[config.mk]
export PLATFORM = sky130hd
export DESIGN_NAME = fetch_pc_unit
export DESIGN_NICKNAME = d
export VERILOG_FILES = /design/src/rtl/fetch_pc_unit.sv
export SDC_FILE = /design/constraint.sdc
export NUM_CORES = 1
export LEC_CHECK = 0
export ABC_AREA = 1
export ABC_CLOCK_PERIOD_IN_PS = 1540
export CAP_MARGIN = 30
export CORE_MARGIN = 2
export CORE_UTILIZATION = 47
export CTS_BUF_LIST = sky130_fd_sc_hd__clkbuf_4 sky130_fd_sc_hd__clkbuf_8
export CTS_CLUSTER_SIZE = 40
export DETAILED_ROUTE_END_ITERATION = 7
export PLACE_DENSITY_LB_ADDON = 0.05
export SYNTH_ARGS = -nofsm -noshare
export SYNTH_HDL_FRONTEND = slang
export SYNTH_SLANG_ARGS = --single-unit
export TNS_END_PERCENT = 30
[constraint.sdc]
create_clock -name clk -period 1.54 [get_ports clk]
set_input_delay 0.308 -clock clk [delete_from_list [all_inputs] [get_ports clk]]
set_output_delay 0.308 -clock clk [all_outputs]
set_load 0.01 [all_outputs]
[src/rtl/fetch_pc_unit.sv]
// Program-counter / fetch-address stage: steps the PC by 4, redirects on branches and
// jumps, and issues fetch requests to instruction memory over a valid/ready handshake.
module fetch_pc_unit #(
    parameter logic [31:0] RESET_PC = 32'h0000_0000
) (
    input  logic        clk,
    input  logic        rst_n,
    input  logic        stall,
    input  logic        branch_taken,
    input  logic [31:0] branch_off_x4,
    input  logic [31:0] redir_base_pc,
    input  logic        jump,
    input  logic [25:0] jump_idx,
    input  logic        imem_ready,
    output logic        imem_req,
    output logic [31:0] pc,
    output logic [31:0] pc_plus4,
    output logic        flush,
    output logic        align_err
);

    typedef enum logic [1:0] {
        BOOT  = 2'd0,
        FETCH = 2'd1,
        STALL = 2'd2
    } state_t;

    state_t      state_q, state_d;
    logic [31:0] pc_q, pc_d;
    logic [31:0] pend_q, pend_d;
    logic        pend_valid_q, pend_valid_d;
    logic        flush_q, flush_d;

    logic [31:0] br_tgt;
    logic [31:0] j_tgt;
    logic [31:0] raw_tgt;
    logic [31:0] redir_tgt;
    logic        redir;
    logic        accept;
    logic [31:0] pc_inc;

    // Redirect target selection; jump wins over a simultaneous taken branch.
    always_comb begin
        br_tgt    = redir_base_pc + branch_off_x4;
        j_tgt     = {redir_base_pc[31:28], jump_idx, 2'b00};
        raw_tgt   = jump ? j_tgt : br_tgt;
        redir_tgt = {raw_tgt[31:2], 2'b00};
        redir     = (state_q != BOOT) && (jump || branch_taken);
    end

    always_comb begin
        state_d  = state_q;
        imem_req = 1'b0;
        unique case (state_q)
            BOOT: begin
                state_d = FETCH;
            end
            FETCH: begin
                imem_req = ~stall;
                if (stall) begin
                    state_d = STALL;
                end
            end
            STALL: begin
                if (!stall) begin
                    state_d = FETCH;
                end
            end
            default: begin
                state_d = BOOT;
            end
        endcase
    end

    assign accept = imem_req & imem_ready;
    assign pc_inc = pc_q + 32'd4;

    // A fresh redirect beats a parked one, which beats sequential stepping; a redirect
    // that cannot be taken this cycle parks in the single pending slot.
    always_comb begin
        pc_d         = pc_q;
        pend_d       = pend_q;
        pend_valid_d = pend_valid_q;
        flush_d      = redir;
        if (accept) begin
            pend_valid_d = 1'b0;
            if (redir) begin
                pc_d = redir_tgt;
            end else if (pend_valid_q) begin
                pc_d = pend_q;
            end else begin
                pc_d = pc_inc;
            end
        end else if (redir) begin
            pend_valid_d = 1'b1;
            pend_d       = redir_tgt;
        end
    end

    always_ff @(posedge clk or negedge rst_n) begin
        if (!rst_n) begin
            state_q      <= BOOT;
            pc_q         <= RESET_PC;
            pend_q       <= 32'h0000_0000;
            pend_valid_q <= 1'b0;
            flush_q      <= 1'b0;
        end else begin
            state_q      <= state_d;
            pc_q         <= pc_d;
            pend_q       <= pend_d;
            pend_valid_q <= pend_valid_d;
            flush_q      <= flush_d;
        end
    end

    assign pc        = pc_q;
    assign pc_plus4  = pc_inc;
    assign flush     = flush_q;
    assign align_err = redir && (raw_tgt[1:0] != 2'b00);

endmodule

==> impl_metrics.json <==
{
  "antenna_left": 0,
  "grt_max_degree": 65,
  "p_int_mw": 8.66,
  "num_io_pins": 163,
  "clock_skew_ns": 0.0186,
  "switching_share_pct": 47.4,
  "path_class": "flip-flop to primary output",
  "ir_worst_vdd_v": 0.000942,
  "fin_crit_sh_pct": 186,
  "synth_edf_count": 0,
  "synth_top_area_share_pct": 25.4,
  "dr.pass1.iters": 6,
  "postPlaceCellArea_um2": 9570,
  "p_sw_mw": 7.79,
  "p_leak_nw": 6.11,
  "cts_buffers": 9,
  "vias_per_cell": 5.76,
  "tightest_slew_ns": 0.676,
  "cp_max_fo": 2,
  "r2r_slack_ns": -1.10,
  "die_y_um": 121,
  "cpMostUsedCell": "nand2_1",
  "setup_viol": 98,
  "p_clk_share_pct": 9.4,
  "synth-seq-area-share_pct": 24.9,
  "synthesis.area_um2": 6440,
  "grt_overflow_total": 0,
  "finalHoldViolations": 0,
  "total_power_mw": 16.5,
  "antenna_found_initial": 1,
  "required_ns": 1.23,
  "drive_gt1_share_pct": 39.5,
  "htreeDepth": 3,
  "max_cap_violations": 0,
  "layout_setup_ws_ns": -1.32,
  "slowest_delay_ns": 0.53,
  "design_area_um2": 11600,
  "max-slew-margin-rel_pct": 54.7,
  "layout.nets": 1591,
  "grt_setup_unrepaired": "true",
  "met1_usage_pct": 45.1,
  "grt_first_pass_wirelength_mm": 42.4,
  "grt_pass1_vias": 8613,
  "slew_violations": 0,
  "die_area_um2": 14700,
  "path_buf_inv": 2,
  "status": "finished, violations left",
  "critical_path.top_delay_family": "simple AND/OR/NAND/NOR gates",
  "synth_top_area_cell": "nand2_1",
  "path_clk_slew_ns": 0.07,
  "start_util_pct": 48.4,
  "drcViolationCount": 0,
  "hpwl_mm": 17.2,
  "place_congestion": 0.887,
  "clock_sinks": 64,
  "cp_slowest_cell": "nor2_1",
  "synth_seq_cells": 64,
  "die_w_um": 121,
  "hold_slack_ns": 0.491,
  "clock-root-buffer": "clkbuf_8",
  "grt_use_met3_pct": 6.39,
  "wl_per_cell_um": 20.0,
  "end_kind": "primary output",
  "synthCells": 1096,
  "ys_types": 39,
  "violations": "setup timing",
  "area_growth_pct": 80.3,
  "syn_avg_cell_area_um2": 5.88,
  "vias": 9464,
  "fin_tns_setup_ns": -42.67,
  "p_per_area_nw_per_um2": 1420,
  "cp-start-kind": "flip-flop",
  "cp_data_arrival_time_ns": 2.55,
  "grtUsageTotal_pct": 36.7,
  "hp-class": "flip-flop to flip-flop",
  "io_buffers": 158,
  "comb_power_share_pct": 70.3,
  "rows": 42,
  "top_usage_layer": "met2",
  "crit_chain": "buf_4, nand2_1, nor2_1, nand2_1, nor2_4, nand2_2, xnor2_2, buf_2",
  "grt_util_met2_pct": 62.1,
  "period_needed_ns": 2.86,
  "routed_wl_mm": 32.9,
  "yosys_warnings": 0,
  "clockBufferDepth": 2,
  "synth_top_flop_cell": "dfrtp_1",
  "insertion_delay_ns": 0.37,
  "cts_tree": "yes",
  "power_frac_seq_pct": 20.2,
  "core_um2": 13300,
  "drtIter0Drc": 1216,
  "yosys-top-cells-area": "nand2_1 (25%), dfrtp_1 (25%), inv_1 (8.7%)",
  "async_flop_share_pct": 100,
  "fmax_mhz": 350
}
==> power groups by stage <==
stage,sequential (mW),combinational (mW),clock [mW]
after floorplan,3.31,3.23,0
after global placement,3.05,8.02,0
after detailed placement,3.08,8.12,0
after CTS,3.07,9.38,1.52
after global routing,3.35,12.0,1.62
final,3.33,11.6,1.55
==> cell usage in the layout, fill, tap and decap left out, drive strengths merged, types with 32 or more instances in the layout <==
cell           instances
a21oi                 74
inv                  150
ha                    32
o21ai                 33
nand2                436
nor2                  90
nand3                 80
buf                  274
dfrtp                 64
dlygate4sd2           56
clkdlybuf4s50         38
==> worst reg2reg max path: cells and delay by family, from the launching register on <==
family,cells,cell delay (ns)
buf+inv,2,0.30
compound gates,1,0.17
flops,1,0.37
xor+xnor,1,0.21
simple gates,8,1.54
==> logic make-up after synthesis <==
| family | share of synthesized area (%) |
|---|---|
| muxes | 0.155 |
| and+or+nand+nor | 40.6 |
| AOI/OAI and AO/OA | 11.4 |
| DFF | 24.9 |
| adders and majority gates | 6.53 |
| xor gates and xnor gates | 5.09 |
| buffers and inverters | 11.2 |
| other | 0.0582 |
==> state kept, by name (all words and copies together) (netlist names) <==
name          cells
pend_q           30
pend_valid_q      1
flush             1
state_q           2
pc               30
==> final cells by class <==
cell class                      instances  area, um^2
Multi-Input combinational cell        849        5690
Clock buffer                           11         151
Sequential cell                        64        1610
Inverter                              152         577
Timing Repair Buffer                  386        3310
Fill cell                             697        1680
Antenna cell                            1        2.50
Clock inverter                          5        55.1
Tap cell                              176         220
==> layer usage <==
layer	wire, um	vias up
met2	14900	774
met5	73	-
met4	2450	4
met3	4290	230
li1	-	4165
met1	11200	4291
==> synthesized netlist by cell type, types with 7 or more instances <==
| cell type | n |
|---|---|
| clkbuf_1 | 24 |
| xnor2_1 | 7 |
| o21ai_0 | 31 |
| dfrtp_1 | 64 |
| inv_1 | 149 |
| xor2_1 | 23 |
| a21oi_1 | 74 |
| nor3_1 | 13 |
| ha_1 | 32 |
| nor2_1 | 88 |
| a31oi_1 | 23 |
| nand3_1 | 79 |
| nand2_1 | 435 |
==> repair_timing <==
item	in CTS	in global routing
endpoints found under the hold margin	64	0
endpoints found under the setup margin	122	104
hold buffers	1	0
pin swaps	98	86
buffers inserted	70	18
resized for setup	456	184
==> per-stage QoR <==
step	util, %	worst slack, ns	instances
after global routing	87.3	-1.17	1643
after floorplan	-	-0.182	1099
after detailed placement	72.0	-0.952	1560
final	87.3	-1.32	1644
after CTS	82.4	-0.719	1645
after global placement	72.0	-0.933	1560
==> path summary, 6_finish.rpt <==
check	depth (start not counted)	end	from
min	2	pend_q[18]	pend_q[18]
max reg2reg	12	pc[26]	pc[22]
min reg2reg	2	pend_q[18]	pend_q[18]
min in group asynchronous	3	pc[8]	rst_n
max in group asynchronous	3	pc[24]	rst_n
max	8	pc_plus4[26]	pc[22]
Power figures use the tool's default switching activity.
